$ cat src/rtl/stopwatch_pkg.sv
// stopwatch_pkg
// Shared definitions for the stopwatch/display slice:
//   - state_t        : stopwatch FSM states (IDLE/RUN/PAUSE/DONE), 2 bits
//   - SEG_*          : active-low 7-segment patterns {g..a} for digits 0-9
//   - SEG_BLANK      : all segments off
//   - MAX_COUNT      : terminal BCD count 999.9
//   - bcd_inc()      : increments a 4-digit packed BCD value, rippling the carry
package stopwatch_pkg;

    typedef enum logic [1:0] {
        ST_IDLE  = 2'd0,
        ST_RUN   = 2'd1,
        ST_PAUSE = 2'd2,
        ST_DONE  = 2'd3
    } state_t;

    localparam logic [6:0] SEG_BLANK = 7'b1111111;
    localparam logic [6:0] SEG_0     = 7'b1000000;
    localparam logic [6:0] SEG_1     = 7'b1111001;
    localparam logic [6:0] SEG_2     = 7'b0100100;
    localparam logic [6:0] SEG_3     = 7'b0110000;
    localparam logic [6:0] SEG_4     = 7'b0011001;
    localparam logic [6:0] SEG_5     = 7'b0010010;
    localparam logic [6:0] SEG_6     = 7'b0000010;
    localparam logic [6:0] SEG_7     = 7'b1111000;
    localparam logic [6:0] SEG_8     = 7'b0000000;
    localparam logic [6:0] SEG_9     = 7'b0010000;

    localparam logic [15:0] MAX_COUNT = 16'h9999;

    // Add one to {D3,D2,D1,D0}; a digit at 9 rolls to 0 and passes the carry up.
    // 9999 rolls over to 0000.
    function automatic logic [15:0] bcd_inc(input logic [15:0] v);
        logic [15:0] r;
        logic        carry;
        r     = v;
        carry = 1'b1;
        for (int i = 0; i < 4; i++) begin
            if (carry) begin
                if (v[4*i +: 4] == 4'd9) begin
                    r[4*i +: 4] = 4'd0;
                end else begin
                    r[4*i +: 4] = v[4*i +: 4] + 4'd1;
                    carry       = 1'b0;
                end
            end
        end
        return r;
    endfunction

endpackage

$ cat src/rtl/bcd_to_seg.sv
// bcd_to_seg
// Combinational BCD digit to active-low 7-segment decoder.
// Ports:
//   bcd_i [3:0] : BCD digit; values 10-15 decode to blank
//   seg_o [6:0] : segments {g..a}, active-low
module bcd_to_seg
    import stopwatch_pkg::*;
(
    input  logic [3:0] bcd_i,
    output logic [6:0] seg_o
);

    always_comb begin
        seg_o = SEG_BLANK;
        case (bcd_i)
            4'd0:    seg_o = SEG_0;
            4'd1:    seg_o = SEG_1;
            4'd2:    seg_o = SEG_2;
            4'd3:    seg_o = SEG_3;
            4'd4:    seg_o = SEG_4;
            4'd5:    seg_o = SEG_5;
            4'd6:    seg_o = SEG_6;
            4'd7:    seg_o = SEG_7;
            4'd8:    seg_o = SEG_8;
            4'd9:    seg_o = SEG_9;
            default: seg_o = SEG_BLANK;
        endcase
    end

endmodule

$ cat src/rtl/stopwatch_display.sv
// stopwatch_display
// Tenths-of-second BCD stopwatch (000.0-999.9) with a time-multiplexed,
// active-low 4-digit 7-segment display driver.
// Configuration macro: STOPWATCH_WRAP_EN
//   defined   : a tick at 9999 in RUN wraps to 0000 and keeps running
//   undefined : a tick at 9999 in RUN holds 9999 and enters DONE
// Parameters:
//   SCAN_BITS : width of the free-running scan counter; top 2 bits pick the digit
// Ports:
//   clk         : system clock
//   rst_n       : synchronous active-low reset
//   start_pulse : one-cycle pulse, toggles run/pause
//   clear_pulse : one-cycle pulse, back to IDLE with count zero (highest priority)
//   tick        : one-cycle 0.1 s enable
//   count_bcd   : {D3,D2,D1,D0} registered BCD count, D0 = tenths
//   running     : high while in RUN
//   an          : digit anodes, active-low one-hot
//   seg         : segments {g..a}, active-low
//   dp          : decimal point, active-low, lit on digit 1 only
module stopwatch_display
    import stopwatch_pkg::*;
#(
    parameter int SCAN_BITS = 19
) (
    input  logic        clk,
    input  logic        rst_n,
    input  logic        start_pulse,
    input  logic        clear_pulse,
    input  logic        tick,
    output logic [15:0] count_bcd,
    output logic        running,
    output logic [3:0]  an,
    output logic [6:0]  seg,
    output logic        dp
);

    state_t               state_q, state_d;
    logic [15:0]          count_q, count_d;
    logic                 running_q;
    logic [SCAN_BITS-1:0] scan_q;
    logic [3:0]           an_q;
    logic [6:0]           seg_q;
    logic                 dp_q;

    logic [1:0]           digit_idx;
    logic [3:0]           digit_val;
    logic [6:0]           digit_seg;

    // Next-state / next-count. Transitions are decided from the current state,
    // so a tick and a start in the same RUN cycle both take effect.
    always_comb begin
        state_d = state_q;
        count_d = count_q;
        if (clear_pulse) begin
            state_d = ST_IDLE;
            count_d = 16'h0000;
        end else begin
            case (state_q)
                ST_IDLE: begin
                    count_d = 16'h0000;
                    if (start_pulse) state_d = ST_RUN;
                end
                ST_RUN: begin
                    if (start_pulse) state_d = ST_PAUSE;
                    if (tick) begin
                        if (count_q == MAX_COUNT) begin
`ifdef STOPWATCH_WRAP_EN
                            count_d = 16'h0000;
`else
                            // Reaching the end wins over a coincident pause.
                            count_d = MAX_COUNT;
                            state_d = ST_DONE;
`endif
                        end else begin
                            count_d = bcd_inc(count_q);
                        end
                    end
                end
                ST_PAUSE: begin
                    if (start_pulse) state_d = ST_RUN;
                end
                ST_DONE: begin
                    count_d = MAX_COUNT;
                end
                default: begin
                    state_d = ST_IDLE;
                    count_d = 16'h0000;
                end
            endcase
        end
    end

    always_ff @(posedge clk) begin
        if (!rst_n) begin
            state_q   <= ST_IDLE;
            count_q   <= 16'h0000;
            running_q <= 1'b0;
        end else begin
            state_q   <= state_d;
            count_q   <= count_d;
            running_q <= (state_d == ST_RUN);
        end
    end

    // Display scan: the digit shown is picked by the current scan counter and
    // registered, so an/seg/dp trail the scan counter by one cycle.
    assign digit_idx = scan_q[SCAN_BITS-1 -: 2];

    always_comb begin
        digit_val = count_q[3:0];
        case (digit_idx)
            2'd0:    digit_val = count_q[3:0];
            2'd1:    digit_val = count_q[7:4];
            2'd2:    digit_val = count_q[11:8];
            2'd3:    digit_val = count_q[15:12];
            default: digit_val = count_q[3:0];
        endcase
    end

    bcd_to_seg u_bcd_to_seg (
        .bcd_i (digit_val),
        .seg_o (digit_seg)
    );

    always_ff @(posedge clk) begin
        if (!rst_n) begin
            scan_q <= '0;
            an_q   <= 4'b1111;
            seg_q  <= SEG_BLANK;
            dp_q   <= 1'b1;
        end else begin
            scan_q <= scan_q + {{(SCAN_BITS-1){1'b0}}, 1'b1};
            an_q   <= ~(4'b0001 << digit_idx);
            seg_q  <= digit_seg;
            dp_q   <= (digit_idx != 2'd1);
        end
    end

    assign count_bcd = count_q;
    assign running   = running_q;
    assign an        = an_q;
    assign seg       = seg_q;
    assign dp        = dp_q;

endmodule
$ cat config.mk
export PLATFORM = sky130hd
export DESIGN_NAME = stopwatch_display
export DESIGN_NICKNAME = d
export VERILOG_FILES = /design/src/rtl/stopwatch_pkg.sv /design/src/rtl/bcd_to_seg.sv /design/src/rtl/stopwatch_display.sv
export SDC_FILE = /design/constraint.sdc
export NUM_CORES = 1
export LEC_CHECK = 0
export BUFFER_PORTS_ARGS = -buffer_cell sky130_fd_sc_hd__buf_2
export CAP_MARGIN = 0
export CORE_UTILIZATION = 50
export DETAILED_ROUTE_END_ITERATION = 10
export PLACE_DENSITY = 0.71
export RECOVER_POWER = 100
export SLEW_MARGIN = 20
export SYNTH_ARGS = -nofsm -noshare
export SYNTH_HDL_FRONTEND = slang
export SYNTH_SLANG_ARGS = --single-unit
$ cat constraint.sdc
create_clock -name clk -period 1.9 [get_ports clk]
set_input_delay 0.38 -clock clk [delete_from_list [all_inputs] [get_ports clk]]
set_output_delay 0.38 -clock clk [all_outputs]
set_load 0.03 [all_outputs]
======== After elaboration in Yosys (flattened, before gate mapping) ========
Memory sizes are Yosys's and may differ from the RTL's. A register that Yosys moved wholly into a read port is not among the register bits.
Index checks and enable logic that the tools add are counted.
W data, S select, Z words.
word-level totals
  memory bits (read-only) ................. 112
  output and inout bits ................... 29
  register bits after elaboration ......... 43
  bits of input ports ..................... 5
  word-level logic and storage cells ...... 79
  memories ................................ 1
memories
  memory           words  bits a word  rd ports  clocked after memory_dff  wr ports  RTL line          RTL
  (no name shown)  16     7            1         1                         0         bcd_to_seg.sv:15  case (bcd_i)
cells by class
  reduce and logical (&&, ||, !) cells .... 10
  multiplexer cells ....................... 34
  bitwise operators ....................... 2
  shift-type cells ........................ 1
  add/subtract/negate cells ............... 5
  eq/ne operators ......................... 17
operators by type and width
  operator                 number
  $pmux W16 S3             1
  $mux W16                 2
  $mux W4                  7
  $add A19 B1 Y19 const B  1
  $mux W1                  17
  $add A4 B1 Y4 const B    4
  $eq A16 B16 Y1 const B   1
  $eq A4 B4 Y1 const B     4
  $pmux W4 S4              1
  $mux W2                  5
  $ne A3 B3 Y1 const B     3
  $reduce_and A3 Y1        3
  $eq A2 B2 Y1 const B     4
  $eq A2 B1 Y1 const B     3
  $logic_not A2 Y1         2
  $not A4 Y4               1
  $pmux W2 S2              1
  $reduce_or A2 Y1         2
  $shl A1 B2 Y4 const A    1
  $reduce_bool A3 Y1       1
  $ne A2 B1 Y1 const B     1
  $ne A2 B2 Y1 const B     1
  $reduce_and A2 Y1        1
  $logic_not A1 Y1         1
  $not A1 Y1               1

======== Depth between registers and ports, before layout ========
  depth in word-level cells ............... 20
  mapped depth ............................ 8
  depth with buffers taken out ............ 7

======== Hierarchy ========
A second synthesis with hierarchy kept.
unflattened totals
  cell total of the unflattened synthesis .. 295
  area total of the unflattened synthesis .. 2720.1 µm²
modules (own cells, without submodules)
  module             area each (µm²)  cells an instance  sequential area each (µm²)  instances
  stopwatch_display  2509.9           262                980.9                       1
  bcd_to_seg         210.2            33                 0.0                         1

======== Worst setup path after synthesis ========
Ideal clock, no wire load.
  path kind ............................... reg-to-reg
  start point ............................. register count_q[1] (netlist: count_bcd[1])
  end point ............................... register count_q[3] (netlist: count_bcd[3])
  slack ................................... 9 ps
  cell stages (with the launch flop) ...... 8
  setup time .............................. 133 ps
  data required time ...................... 1767 ps
  path buffers ............................ 0
  arrival time ............................ 1758 ps
  clock period less this slack ............ 1891 ps
  path through ............................ dfxtp_1 > inv_1 > ha_1 > and3b_1 > and4_4 > or3_1 > a21oi_1 > a21oi_1
on the way
  word-level cells in the longest chain between the ends .. 5
  elaborated cells on any way between the ends .. 7
  those cells by class .................... 1 x add/sub; 2 x eq/ne; 4 x mux
ends and longest elaborated chain
  item                                                  RTL line                                  RTL
  start, declared                                       stopwatch_display.sv:38                   logic [15:0] count_q, count_d;
  start signal, assigned                                stopwatch_display.sv:100                  count_q <= count_d;
  $add A4 B1 Y4 / $eq A4 B4 Y1 (equally long branches)  stopwatch_pkg.sv:43, stopwatch_pkg.sv:40
  $mux W4                                               stopwatch_pkg.sv:40                       if (v[4*i +: 4] == 4'd9) begin
  $mux W16 *                                            stopwatch_display.sv:66                   if (count_q == MAX_COUNT) begin
  $mux W16 *                                            stopwatch_display.sv:65                   if (tick) begin
  $pmux W16 S3 *                                        stopwatch_display.sv:58                   case (state_q)
Every way passes the cells marked *; elsewhere a longest branch is shown, timed or not. The select of a mux whose other input is x is not followed.
A chain may end at the register's enable or synchronous reset.

======== Final worst setup path ========
  start point ............................. register count_q[1] (netlist: count_bcd[1])
  end point ............................... register running_q (netlist: running)
on the way
  word-level cells in the longest chain between the ends .. 6
ends and longest elaborated chain
  item                  RTL line                  RTL
  $eq A16 B16 Y1        stopwatch_display.sv:66
  $mux W2               stopwatch_display.sv:66
  $mux W2               stopwatch_display.sv:65
  $pmux W2 S2           stopwatch_display.sv:58
  $mux W2               stopwatch_display.sv:54   if (clear_pulse) begin
  $eq A2 B1 Y1          stopwatch_display.sv:101  running_q <= (state_d == ST_RUN);
  end signal, assigned  stopwatch_display.sv:101
  end, declared         stopwatch_display.sv:39   logic running_q;
Every way passes these cells.

==> results.sh <==
export IMPL_clk_latency_ns=0.30
export IMPL_cp_end_kind="flop"
export IMPL_syn_to_final_growth_pct=19.7
export IMPL_multi_input_area_um2=1460
export IMPL_initial_core_util_pct=52.8
export IMPL_h_tree_depth=2
export IMPL_max_freq_mhz=561
export IMPL_setup_ws_ns=0.119
export IMPL_num_vias=2109
export IMPL_ys_flop_type="dfxtp_1"
export IMPL_postCtsSetupBuffers=0
export IMPL_first_global_vias=1903
export IMPL_synth_warnings=0
export IMPL_internal_power_mw=1.63
export IMPL_wl_per_cell_um=13.0
export IMPL_clkSinkCount=49
export IMPL_min_period_ns=1.78
export IMPL_worst_pin_slew_ns=0.914
export IMPL_cts_root_buf="clkbuf_8"
export IMPL_avgSynthCellArea_um2=9.09
export IMPL_cts_buffers_inserted=5
export IMPL_critical_path_max_fanout=4
export IMPL_ff_latch_area_um2=981
export IMPL_cts_resized_gates=0
export IMPL_dpl_instance_area_um2=2910
export IMPL_cp_data_arrival_time_ns=1.99
export IMPL_hold_path_class="in -> reg"
export IMPL_outcome="completed"
export IMPL_cts_buffer_depth=2
export IMPL_io_buffers=33
export IMPL_slew_viol_final=0
export IMPL_post_route_drc_count=0
export IMPL_path_class="reg -> reg"
export IMPL_final_util_pct=63.2
export IMPL_switching_share_pct=22.3
export IMPL_crit_required_ns=2.11
export IMPL_power_frac_seq_pct=50.4
export IMPL_fp_dieH_um=73.1
export IMPL_finalSetupTns_ns=0
export IMPL_core_area_um2=4790
export IMPL_final_cell_mix="dfxtp_1, nor2_1, clkbuf_1"
export IMPL_antenna_cells=0
export IMPL_row_count=25
export IMPL_p_total_mw=2.09
export IMPL_place_gp_congestion=0.864
export IMPL_hold_buffers=0
export IMPL_antenna_found_initial=0
export IMPL_synth_area_um2=2530
export IMPL_synth_nets=301
export IMPL_cap_violations=0
export IMPL_routed_wl_um=5250
export IMPL_detail_route_first_pass_iterations=4
export IMPL_die_x_um=73.1
export IMPL_die_area_um2=5340
export IMPL_fillers=430
export IMPL_async_flop_share_pct=0
export IMPL_nNetsFinal=357
export IMPL_route_antenna_remaining_nets=0
export IMPL_max_slew_margin_pct=39.1
export IMPL_powerDensity_nw_per_um2=692
export IMPL_synth_edf_count=0
export IMPL_p_comb_share_pct=7.3
export IMPL_synth_seq_area_share_pct=38.8
export IMPL_p_leak_nw=1.14
export IMPL_drtIter0Drc=107
export IMPL_track_usage_pct=21.7
export IMPL_clockPowerShare_pct=42.4
export IMPL_grt_ovfl_total=0
export IMPL_finalCritPeriodShare_pct=93.7
export IMPL_fin_area_um2=3030
export IMPL_grt_pass1_wl_um=8910
export IMPL_start_kind="flop"
export IMPL_final_common_cell="dfxtp_1"
export IMPL_syn_instance_count=278
export IMPL_finalHoldViolCount=0
export IMPL_hpwl_um=4000
export IMPL_grt_max_degree=21
export IMPL_synth_cell_types=48
export IMPL_synth_seq_cells=49
export IMPL_setup_viol=0
export IMPL_drive_gt1_share_pct=16.7
export IMPL_viasPerCell=5.25
export IMPL_peakVddDrop_uv=484
export IMPL_cts_tree="yes"
export IMPL_p_switching_uw=467
export IMPL_clk_pin_slew_worst_paths_ns=0.09
export IMPL_io_pins=34
export IMPL_clock_skew_ns=0.00728
export IMPL_pre_cts_ws_ns=0.0306
-- worst max-delay path: stages, from the launching register on --
cell     delay (ns)
dfxtp_1        0.32
inv_1          0.05
ha_1           0.19
and3b_2        0.25
and4_4         0.28
nand2_1        0.10
a221o_1        0.34
and2_1         0.15
-- cells by family (layout without fill, tap and decap cells) --
family	after synthesis	count (layout)	share of synthesized area (%)
AOI/OAI and AO/OA	50	50	13.9
and+or+nand+nor	113	113	22.6
xor gates and xnor gates	20	20	6.93
buffers and inverters	21	78	4.06
DFF	49	49	38.8
adders and majority gates	18	18	8.91
muxes	7	7	4.80
-- state kept, by name, indices dropped and copies added, names as in the netlist --
| signal | flops |
|---|---|
| an | 3 |
| dp | 1 |
| state_q | 2 |
| running | 1 |
| seg | 7 |
| count_bcd | 16 |
| scan_q | 19 |
-- power groups by stage --
stage	registers, mW	clock network, mW	logic (mW)
final	1.05	0.887	0.152
after global routing	1.06	0.952	0.169
after CTS	1.05	0.900	0.155
after detailed placement	1.08	0	0.155
after global placement	1.08	0	0.153
after floorplan	1.11	0	0.0740
-- cells in the mapped netlist (2+ instances only) --
cell,number,area (um2)
dfxtp_1,49,981
nor2_1,42,158
nand3_1,19,95.1
ha_1,18,225
nand2_1,14,52.6
o21ai_0,13,65.1
xor2_1,13,114
inv_1,12,45.0
a21oi_1,11,55.1
xnor2_1,7,61.3
a32o_1,6,60.1
nand2b_1,6,37.5
or3_1,5,31.3
mux4_2,4,90.1
nand3b_1,4,30.0
and2_1,3,18.8
and3b_1,3,26.3
nand4_1,3,18.8
nor2_2,3,18.8
o211ai_1,3,22.5
o21ai_1,3,15.0
a211oi_1,2,15.0
a21oi_2,2,17.5
a221o_1,2,20.0
and3_1,2,12.5
buf_2,2,10.0
clkbuf_1,2,7.51
inv_2,2,7.51
mux2i_1,2,20.0
nor2b_1,2,12.5
nor3_1,2,10.0
-- final timing paths --
kind	start	endpoint	slack [ns]	cells after the start
max	count_bcd[1]	running	0.12	7
min	clear_pulse	state_q[1]	0.39	3
max reg2reg	count_bcd[1]	running	0.12	7
min reg2reg	scan_q[0]	scan_q[0]	0.48	1
-- layer usage --
metal / up-vias / track usage (%) / routed length (um)
li1: 1089 / - / -
met5: - / 0 / 0
met2: 61 / 34.1 / 2400
met4: 0 / 3.92 / 25
met3: 5 / 4.83 / 328
met1: 954 / 30.6 / 2490
-- per-stage QoR --
| step | hold slack, ns | instances |
|---|---|---|
| 2_1_floorplan | 0.430 | 278 |
| 6_report | 0.394 | 402 |
| 3_3_place_gp | 0.445 | 394 |
| 5_1_grt | 0.393 | 402 |
| 3_5_place_dp | 0.455 | 394 |
| 4_1_cts | 0.337 | 402 |
-- cell type report --
cell class	count	share of cell area, %
clock inverter	3	2.27
clock buffer	5	2.27
inverter	14	1.74
sequential	49	32.4
tap	67	2.77
multi-input combinational	208	48.3
timing repair buffer	56	10.2
(Power assumes the default switching activity.)
